File: config.mk
export PLATFORM = sky130hd
export DESIGN_NAME = reg_dump_reader
export DESIGN_NICKNAME = d
export VERILOG_FILES = /design/src/rtl/reg_dump_reader_pkg.sv /design/src/rtl/reg_dump_reader.sv
export SDC_FILE = /design/constraint.sdc
export NUM_CORES = 1
export LEC_CHECK = 0
export CAP_MARGIN = 5
export CORE_MARGIN = 3
export CORE_UTILIZATION = 50
export DETAILED_ROUTE_END_ITERATION = 8
export DONT_BUFFER_PORTS = 1
export GPL_TIMING_DRIVEN = 0
export HOLD_SLACK_MARGIN = 0.06
export PLACE_DENSITY_LB_ADDON = 0.25
export SYNTH_ARGS = -nofsm -noshare
export SYNTH_HDL_FRONTEND = slang
export SYNTH_SLANG_ARGS = --single-unit
File: constraint.sdc
create_clock -name clk -period 2.35 [get_ports clk]
set_clock_uncertainty 0.05 [all_clocks]
set_input_delay 0.5875 -clock clk [delete_from_list [all_inputs] [get_ports clk]]
set_output_delay 0.5875 -clock clk [all_outputs]
set_load 0.05 [all_outputs]
File: src/rtl/reg_dump_reader_pkg.sv
// Shared definitions for the register-file debug dump reader.
// Default widths match the CPU register file.
package reg_dump_reader_pkg;

    localparam int unsigned RF_ADDR_W = 5;
    localparam int unsigned RF_DATA_W = 32;

    typedef enum logic [1:0] {
        S_IDLE = 2'd0,
        S_READ = 2'd1,
        S_HOLD = 2'd2,
        S_DONE = 2'd3
    } state_e;

endpackage

File: src/rtl/reg_dump_reader.sv
// Walks the register file debug read port from FIRST_ADDR to LAST_ADDR.
// Each {addr,data} snapshot is streamed out over a valid/ready handshake.
module reg_dump_reader
    import reg_dump_reader_pkg::*;
#(
    parameter int unsigned ADDR_W     = RF_ADDR_W,
    parameter int unsigned DATA_W     = RF_DATA_W,
    parameter int unsigned FIRST_ADDR = 0,
    parameter int unsigned LAST_ADDR  = 31
) (
    input  logic              clk,
    input  logic              rst,
    input  logic              start,
    input  logic              abort,
    output logic [ADDR_W-1:0] rd_addr,
    input  logic [DATA_W-1:0] rd_data,
    output logic              out_valid,
    input  logic              out_ready,
    output logic [ADDR_W-1:0] out_addr,
    output logic [DATA_W-1:0] out_data,
    output logic              busy,
    output logic              done
);

    localparam logic [ADDR_W-1:0] FIRST_A = ADDR_W'(FIRST_ADDR);
    localparam logic [ADDR_W-1:0] LAST_A  = ADDR_W'(LAST_ADDR);

    state_e              state, state_nxt;
    logic [ADDR_W-1:0]   cnt_nxt;
    logic                valid_nxt;
    logic [ADDR_W-1:0]   oaddr_nxt;
    logic [DATA_W-1:0]   odata_nxt;
    logic                busy_nxt;
    logic                done_nxt;

    // Next-state and next-output decode; rd_addr doubles as the address counter.
    always_comb begin
        state_nxt = state;
        cnt_nxt   = rd_addr;
        valid_nxt = out_valid;
        oaddr_nxt = out_addr;
        odata_nxt = out_data;

        case (state)
            S_IDLE: begin
                if (start) begin
                    state_nxt = S_READ;
                    cnt_nxt   = FIRST_A;
                end
            end
            S_READ: begin
                if (abort) begin
                    state_nxt = S_IDLE;
                    cnt_nxt   = FIRST_A;
                    valid_nxt = 1'b0;
                end else begin
                    state_nxt = S_HOLD;
                    oaddr_nxt = rd_addr;
                    odata_nxt = rd_data;
                    valid_nxt = 1'b1;
                end
            end
            S_HOLD: begin
                // Abort wins over a same-cycle handshake; the beat is dropped.
                if (abort) begin
                    state_nxt = S_IDLE;
                    cnt_nxt   = FIRST_A;
                    valid_nxt = 1'b0;
                end else if (out_ready) begin
                    valid_nxt = 1'b0;
                    if (rd_addr == LAST_A) begin
                        state_nxt = S_DONE;
                    end else begin
                        state_nxt = S_READ;
                        cnt_nxt   = rd_addr + ADDR_W'(1);
                    end
                end
            end
            S_DONE: begin
                state_nxt = S_IDLE;
                cnt_nxt   = FIRST_A;
            end
            default: begin
                state_nxt = S_IDLE;
                cnt_nxt   = FIRST_A;
                valid_nxt = 1'b0;
            end
        endcase

        busy_nxt = (state_nxt == S_READ) || (state_nxt == S_HOLD);
        done_nxt = (state_nxt == S_DONE);
    end

    // State and output registers.
    always_ff @(posedge clk or negedge rst) begin
        if (!rst) begin
            state     <= S_IDLE;
            rd_addr   <= FIRST_A;
            out_valid <= 1'b0;
            out_addr  <= '0;
            out_data  <= '0;
            busy      <= 1'b0;
            done      <= 1'b0;
        end else begin
            state     <= state_nxt;
            rd_addr   <= cnt_nxt;
            out_valid <= valid_nxt;
            out_addr  <= oaddr_nxt;
            out_data  <= odata_nxt;
            busy      <= busy_nxt;
            done      <= done_nxt;
        end
    end

endmodule
==> impl_metrics.prom, run 1 <==
# TYPE chip_impl_metric gauge
chip_impl_info{name="worst-setup-path-type",value="flop to flop"} 1
chip_impl_metric{name="layout-drive-gt1-share",unit="%"} 39.1
chip_impl_metric{name="fin_crit_sh",unit="%"} 97.5
chip_impl_metric{name="yosys.area.top_type_share",unit="%"} 62.4
chip_impl_info{name="worst_r2r_start",value="rd_addr[0]"} 1
chip_impl_metric{name="dieWidth",unit="µm"} 67.4
chip_impl_metric{name="p_leak",unit="nW"} 0.956
chip_impl_metric{name="postRouteAntennaNets",unit=""} 0
chip_impl_metric{name="placedCellCount",unit=""} 173
chip_impl_info{name="synthFlopType",value="dfrtp_1"} 1
chip_impl_metric{name="setup_viol_count_final",unit=""} 0
chip_impl_info{name="clock_tree.root_cell",value="clkbuf_8"} 1
chip_impl_metric{name="port_buffer_count",unit=""} 0
chip_impl_metric{name="cp_data_required_time",unit="ns"} 2.53
chip_impl_metric{name="vdd_ir_drop_max",unit="mV"} 0.694
chip_impl_metric{name="synthesis.area",unit="mm²"} 0.00188
chip_impl_metric{name="first_pass_grt_wire_length",unit="mm"} 5.37
chip_impl_metric{name="detail_route.wirelength",unit="mm"} 3.43
chip_impl_metric{name="finalWeightedCongestion",unit=""} 0.690
chip_impl_metric{name="holdWs",unit="ns"} 0.0790
chip_impl_info{name="crit_end",value="rd_addr[3]"} 1
chip_impl_metric{name="worstRegToRegCells",unit=""} 8
chip_impl_metric{name="worstPathArrival",unit="ns"} 2.47
chip_impl_info{name="r2r_end",value="rd_addr[3]"} 1
chip_impl_metric{name="synth_cell_type_count",unit=""} 27
chip_impl_metric{name="clock_tree.buffer_depth",unit=""} 2
chip_impl_metric{name="drt-pass1-iter-count",unit=""} 2
chip_impl_metric{name="syn_avg_cell_area",unit="µm²"} 14.8
chip_impl_metric{name="area_of_the_multi_input_gates",unit="µm²"} 688
chip_impl_metric{name="syn_to_final_growth",unit="%"} 12.0
chip_impl_metric{name="clk_latency",unit="ns"} 0.29
chip_impl_info{name="crit_path_start_kind",value="flop"} 1
chip_impl_metric{name="netSwitchingPower",unit="mW"} 1.35
chip_impl_metric{name="synth_enable_flop_cells",unit=""} 0
chip_impl_metric{name="core_region_area",unit="mm²"} 0.00347
chip_impl_metric{name="antenna_found_initial",unit=""} 0
chip_impl_metric{name="nets_final",unit=""} 177
chip_impl_metric{name="synth_nets",unit=""} 167
chip_impl_metric{name="comb_power_share",unit="%"} 11.5
chip_impl_metric{name="timing.final.crit_period",unit="ns"} 2.29
chip_impl_metric{name="timing.final.max_slew_violations",unit=""} 0
chip_impl_info{name="post-synth-top-area-cell",value="dfrtp_1"} 1
chip_impl_metric{name="path_max_fanout",unit=""} 6
chip_impl_metric{name="inserted_diodes",unit=""} 0
chip_impl_metric{name="timing_worst_slew_pin_value",unit="ns"} 0.567
chip_impl_metric{name="floorplan.rows",unit=""} 21
chip_impl_metric{name="tns",unit="ns"} 0
chip_impl_metric{name="clk_pin_slew",unit="ns"} 0.08
chip_impl_info{name="tritoncts",value="built"} 1
chip_impl_metric{name="drt_iter0_drc",unit=""} 40
chip_impl_info{name="setup.worst_path.start",value="rd_addr[0]"} 1
chip_impl_metric{name="floorplan.die_area",unit="mm²"} 0.00454
chip_impl_metric{name="avgRoutedWirePerCell",unit="µm"} 18.6
chip_impl_metric{name="power.clock.fraction",unit="%"} 17.0
chip_impl_metric{name="finish.utilization",unit="%"} 60.8
chip_impl_metric{name="worst-r2r-setup-slack",unit="ns"} 0.06
chip_impl_metric{name="number_of_storage_elements_in_the_synthesis_netlist",unit=""} 47
chip_impl_metric{name="cts_buffers",unit=""} 5
chip_impl_metric{name="synth_sequential_area_ratio",unit="%"} 62.4
chip_impl_metric{name="internal_power",unit="mW"} 1.43
chip_impl_metric{name="cellPowerDensity",unit="mW/mm²"} 1320
chip_impl_info{name="post_synth_most_frequent_cells",value="dfrtp_1, mux2_2, mux2_1"} 1
chip_impl_info{name="yosysMostFrequentCell",value="dfrtp_1"} 1
chip_impl_info{name="run_status",value="completed"} 1
chip_impl_metric{name="dieHeight",unit="µm"} 67.4
chip_impl_metric{name="totalPowerFinal",unit="mW"} 2.78
chip_impl_metric{name="grt.total_usage",unit="%"} 16.2
chip_impl_metric{name="grt-ovfl-total",unit=""} 0
chip_impl_metric{name="synthesis.yosys.warnings",unit=""} 0
chip_impl_metric{name="hpwl",unit="mm"} 2.55
chip_impl_metric{name="number_of_global_route_vias_before_repair",unit=""} 1107
chip_impl_metric{name="grt_start_max_net_pins",unit=""} 48
chip_impl_info{name="synth_top_cells_by_area",value="dfrtp_1, mux2_2, mux2_1"} 1
chip_impl_metric{name="avgViaCountPerCell",unit=""} 5.47
chip_impl_metric{name="sequentialPowerShare",unit="%"} 71.5
chip_impl_metric{name="cts_num_sinks",unit=""} 47
chip_impl_metric{name="timing.fmax",unit="MHz"} 436
chip_impl_metric{name="instances_no_fill",unit=""} 184
chip_impl_info{name="hold_class",value="input port to asynchronous set/reset pin"} 1
chip_impl_metric{name="finalHoldViolCount",unit=""} 0
chip_impl_metric{name="drcViolationCount",unit=""} 0
chip_impl_metric{name="switching_share",unit="%"} 48.5
chip_impl_metric{name="filler_cell_count",unit=""} 288
chip_impl_metric{name="layout.area.seq",unit="mm²"} 0.00118
chip_impl_metric{name="htree_levels",unit=""} 2
chip_impl_metric{name="synth-async-reset-ratio",unit="%"} 100
chip_impl_metric{name="start_util",unit="%"} 54.3
chip_impl_info{name="rsz0062_at_grt",value="no"} 1
chip_impl_metric{name="drv_cap",unit=""} 0
chip_impl_metric{name="max_slew_margin",unit="%"} 62.2
chip_impl_metric{name="routed-via-count",unit=""} 1007
chip_impl_info{name="timing.critical_path.to_type",value="flop"} 1
chip_impl_metric{name="num_io_pins",unit=""} 82
chip_impl_metric{name="synthCells",unit=""} 127
-- worst min path at each step --
| stage | end | depth (start not counted) | slack, ns |
|---|---|---|---|
| after floorplan | busy | 0 | 0.24 |
| after global placement | out_valid | 0 | 0.24 |
| after detailed placement | rd_addr[0] | 0 | 0.24 |
| after CTS | rd_addr[0] | 1 | 0.08 |
| after global routing | out_data[21] | 1 | 0.08 |
| final | out_valid | 1 | 0.08 |
-- power by group through the flow --
| stage | registers [mW] | logic (mW) | clock network (mW) |
|---|---|---|---|
| 2_1_floorplan | 1.95 | 0.256 | 0 |
| 3_3_place_gp | 2.00 | 0.272 | 0 |
| 3_5_place_dp | 2.01 | 0.299 | 0 |
| 4_1_cts | 1.99 | 0.318 | 0.485 |
| 5_1_grt | 2.02 | 0.360 | 0.525 |
| 6_report | 1.99 | 0.320 | 0.471 |
-- registers in the layout (all words and copies together) (netlist names) --
signal and cells:
done 1, out_addr 5, rd_addr 5, state 2
out_valid 1, busy 1, out_data 32
-- timing repair --
| item | 4_1_cts | 5_1_grt |
|---|---|---|
| setup buffers | 0 | 2 |
| cloned | 0 | 0 |
| pin swaps | 0 | 1 |
| hold buffers | 1 | 0 |
| hold endpoints to repair | 47 | 0 |
| gates resized for setup | 3 | 6 |
| endpoints found under the setup margin | 2 | 2 |
-- placed cells by master, fill, tap and decap left out, types with 2 or more instances in the layout --
cell,n
dfrtp_2,2
o21ai_0,2
a21o_1,2
dfrtp_1,44
a21oi_1,2
buf_4,4
nand3_1,2
nand2_1,7
buf_6,2
nor3_1,2
clkinv_2,2
o21ai_1,2
mux2_2,27
buf_2,2
clkbuf_8,5
mux2_1,10
-- logic make-up after synthesis --
| kind of cell | after synthesis | synth area share, % |
|---|---|---|
| DFF | 47 | 62.4 |
| adders and majority gates | 3 | 1.99 |
| buffers and inverters | 7 | 2.72 |
| AOI/OAI and AO/OA | 9 | 2.86 |
| xor gates and xnor gates | 1 | 0.465 |
| and+or+nand+nor | 23 | 7.44 |
| muxes | 37 | 22.1 |
-- through the flow --
| stage | setup slack, ns | area (µm²) |
|---|---|---|
| after floorplan | 0.00313 | 1890 |
| final | 0.0576 | 2110 |
| after global placement | -0.100 | 1940 |
| after global routing | 0.0103 | 2110 |
| after detailed placement | -0.115 | 1940 |
| after CTS | 0.00380 | 2070 |
-- layout make-up --
class | count | share of cell area [%]
Sequential cell | 47 | 56.0
Multi-Input combinational cell | 73 | 32.6
Clock buffer | 5 | 3.26
Tap cell | 46 | 2.73
Buffer | 6 | 2.25
Timing Repair Buffer | 3 | 2.02
Clock inverter | 3 | 0.890
Inverter | 1 | 0.178
-- worst max-delay path: stages, from the launching register on --
cell and delay [ns]:
dfrtp_4 0.59, ha_4 0.20, and3_1 0.14, ha_2 0.17, nand2b_4 0.14, a211o_1 0.26
buf_6 0.13, or4_4 0.47, nand3_2 0.08
-- metal layers --
layer	global-route usage, %	routed length, µm	up-vias
li1	-	-	460
met1	17.6	1210	501
met2	28.1	1870	44
met3	7.65	327	2
met4	4.56	14	0
met5	0	0	-
No activity file was read; power rests on OpenSTA's default activity.
==> inputs of run 2 (changes only) <==
- PLACE_DENSITY: unset -> 0.76
- PLACE_DENSITY_LB_ADDON: 0.25 -> unset
==> impl_metrics.prom, run 2 (synthesized netlist as in run 1, its figures left out) <==
# TYPE chip_impl_metric gauge
chip_impl_info{name="run_status",value="completed"} 1
chip_impl_info{name="worst-setup-path-type",value="flop to flop"} 1
chip_impl_metric{name="clock_tree.buffer_depth",unit=""} 2
chip_impl_metric{name="path_max_fanout",unit=""} 6
chip_impl_metric{name="sequentialPowerShare",unit="%"} 66.4
chip_impl_metric{name="num_io_pins",unit=""} 82
chip_impl_info{name="busiest_layer",value="met2"} 1
chip_impl_metric{name="finalWeightedCongestion",unit=""} 0.694
chip_impl_info{name="timing.critical_path.to_type",value="flop"} 1
chip_impl_metric{name="postRouteAntennaNets",unit=""} 0
chip_impl_info{name="worst_r2r_start",value="rd_addr[0]"} 1
chip_impl_metric{name="drt-pass1-iter-count",unit=""} 4
chip_impl_metric{name="max_slew_margin",unit="%"} 62.3
chip_impl_metric{name="cts_buffers",unit=""} 5
chip_impl_metric{name="syn_to_final_growth",unit="%"} 14.4
chip_impl_metric{name="detailedPlace.worstSlack",unit="ns"} -0.119
chip_impl_metric{name="post_placement_cell_area",unit="mm²"} 0.00194
chip_impl_metric{name="comb_power_share",unit="%"} 10.5
chip_impl_metric{name="antenna_found_initial",unit=""} 0
chip_impl_metric{name="area_of_the_multi_input_gates",unit="µm²"} 686
chip_impl_metric{name="vdd_ir_drop_max",unit="mV"} 0.719
chip_impl_metric{name="clk_pin_slew",unit="ns"} 0.09
chip_impl_metric{name="placedCellCount",unit=""} 173
chip_impl_info{name="hold_class",value="input port to asynchronous set/reset pin"} 1
chip_impl_metric{name="htree_levels",unit=""} 2
chip_impl_metric{name="power.clock.fraction",unit="%"} 23.1
chip_impl_metric{name="cp_data_required_time",unit="ns"} 2.54
chip_impl_metric{name="avgViaCountPerCell",unit=""} 5.55
chip_impl_metric{name="nets_final",unit=""} 177
chip_impl_metric{name="floorplan.rows",unit=""} 21
chip_impl_metric{name="cts_num_sinks",unit=""} 47
chip_impl_metric{name="internal_power",unit="mW"} 1.64
chip_impl_metric{name="finalHoldViolCount",unit=""} 0
chip_impl_info{name="rsz0062_at_grt",value="no"} 1
chip_impl_metric{name="detail_route.wirelength",unit="mm"} 3.53
chip_impl_metric{name="drt_iter0_drc",unit=""} 82
chip_impl_metric{name="inserted_diodes",unit=""} 0
chip_impl_metric{name="first_pass_grt_wire_length",unit="mm"} 5.47
chip_impl_metric{name="grt.total_usage",unit="%"} 16.6
chip_impl_metric{name="avgRoutedWirePerCell",unit="µm"} 19.2
chip_impl_metric{name="instances_no_fill",unit=""} 184
chip_impl_metric{name="netSwitchingPower",unit="mW"} 1.35
chip_impl_info{name="tritoncts",value="built"} 1
chip_impl_metric{name="gr-usage-met2",unit="%"} 27.9
chip_impl_metric{name="worstRegToRegCells",unit=""} 8
chip_impl_metric{name="timing.fmax",unit="MHz"} 438
chip_impl_metric{name="timing.final.crit_period",unit="ns"} 2.28
chip_impl_metric{name="timing.final.max_slew_violations",unit=""} 0
chip_impl_metric{name="groute.layer.met1.usage",unit="%"} 18.3
chip_impl_metric{name="largest_reg_flops",unit=""} 32
chip_impl_info{name="clock_tree.root_cell",value="clkbuf_8"} 1
chip_impl_metric{name="core_region_area",unit="mm²"} 0.00347
chip_impl_metric{name="switching_share",unit="%"} 45.1
chip_impl_metric{name="clk_latency",unit="ns"} 0.29
chip_impl_metric{name="finish.instance_area",unit="mm²"} 0.00216
chip_impl_metric{name="worstPathArrival",unit="ns"} 2.47
chip_impl_metric{name="grt-ovfl-total",unit=""} 0
chip_impl_metric{name="cellPowerDensity",unit="mW/mm²"} 1390
chip_impl_metric{name="holdWs",unit="ns"} 0.0849
chip_impl_metric{name="layout.area.seq",unit="mm²"} 0.00118
chip_impl_metric{name="postLayoutSetupSlackWorst",unit="ns"} 0.0656
chip_impl_info{name="top_library_cells_by_usage_in_the_layout_fill_and_taps_aside",value="dfrtp_1, mux2_2, mux2_1, nand2_1, clkbuf_8"} 1
chip_impl_metric{name="routed-via-count",unit=""} 1022
chip_impl_metric{name="port_buffer_count",unit=""} 0
chip_impl_metric{name="fin_crit_sh",unit="%"} 97.2
chip_impl_metric{name="dieWidth",unit="µm"} 67.4
chip_impl_metric{name="hpwl",unit="mm"} 2.55
chip_impl_metric{name="dieHeight",unit="µm"} 67.4
chip_impl_metric{name="grt_use_met3",unit="%"} 7.32
chip_impl_metric{name="layout-drive-gt1-share",unit="%"} 38.4
chip_impl_metric{name="grt_start_max_net_pins",unit=""} 48
chip_impl_metric{name="p_leak",unit="nW"} 0.976
chip_impl_metric{name="finish.utilization",unit="%"} 62.2
chip_impl_info{name="crit_path_start_kind",value="flop"} 1
chip_impl_metric{name="worst-r2r-setup-slack",unit="ns"} 0.07
chip_impl_info{name="layout_commonest_cell",value="dfrtp_1"} 1
chip_impl_metric{name="start_util",unit="%"} 54.3
chip_impl_metric{name="drv_cap",unit=""} 0
chip_impl_metric{name="timing_worst_slew_pin_value",unit="ns"} 0.566
chip_impl_metric{name="number_of_global_route_vias_before_repair",unit=""} 1129
chip_impl_info{name="r2r_end",value="rd_addr[2]"} 1
chip_impl_info{name="registers_with_the_most_flip_flops",value="out_data (32), out_addr (5), rd_addr (5)"} 1
chip_impl_info{name="largest_register_by_flop_count",value="out_data"} 1
chip_impl_metric{name="setup_viol_count_final",unit=""} 0
chip_impl_metric{name="filler_cell_count",unit=""} 275
chip_impl_metric{name="floorplan.die_area",unit="mm²"} 0.00454
chip_impl_metric{name="drcViolationCount",unit=""} 0
[run 2: cell types whose count changed in the layout (fill, tap and decap cells not counted)]
cell        previous run  this run
bufinv_16              0         2
ha_2                   1         0
ha_1                   1         2
inv_6                  1         0
clkinvlp_4             0         1
clkinv_2               2         0
[run 2: how the worst max path moves through the flow]
stage               start         end
2_1_floorplan  rd_addr[1]  rd_addr[3]
3_3_place_gp   rd_addr[1]  rd_addr[3]
3_5_place_dp   rd_addr[1]  rd_addr[3]
4_1_cts        rd_addr[0]  rd_addr[3]
5_1_grt        rd_addr[0]  rd_addr[3]
6_report       rd_addr[0]  rd_addr[2]
[run 2: power by group through the flow]
| stage | Sequential [mW] | Combinational (mW) | Clock [mW] |
|---|---|---|---|
| global route | 2.02 | 0.355 | 0.744 |
| floorplan | 1.95 | 0.256 | 0 |
| global placement | 2.00 | 0.273 | 0 |
| finish | 1.99 | 0.314 | 0.690 |
| CTS | 1.99 | 0.315 | 0.706 |
| detailed placement | 2.01 | 0.295 | 0 |
[run 2: area by class of cell]
cell class | count | area share [%]
plain buffers | 6 | 2.21
clock buffers | 5 | 3.19
inverters | 1 | 0.174
well taps | 46 | 2.67
clock inverters | 3 | 3.13
repair buffers | 3 | 1.97
multi-input cells | 73 | 31.8
flip-flops and latches | 47 | 54.8
[run 2: worst max-delay path, stage by stage (launching register included)]
cell	delay, ns
dfrtp_4	0.60
ha_4	0.20
and3_1	0.14
ha_1	0.18
nand2b_4	0.14
a211o_1	0.26
buf_6	0.13
or4b_1	0.46
nand2_1	0.08
[run 2: timing repair]
item | CTS | global route
pin swaps | 0 | 2
hold endpoints to repair | 47 | 0
buffers inserted | 0 | 2
hold buffers | 1 | 0
gates resized for setup | 2 | 6
endpoints found under the setup margin | 2 | 2
[run 2: routing by layer]
metal	wire, µm	part of all wire, %
met1	1280	36
met2	1900	54
met3	321	9.1
met4	34	0.96
met5	0	0
[run 2: per-stage QoR]
step           setup TNS, ns  total power, mW
4_1_cts                    0             3.01
5_1_grt                    0             3.12
3_5_place_dp          -0.230             2.30
3_3_place_gp          -0.150             2.27
2_1_floorplan              0             2.21
6_report                   0             2.99
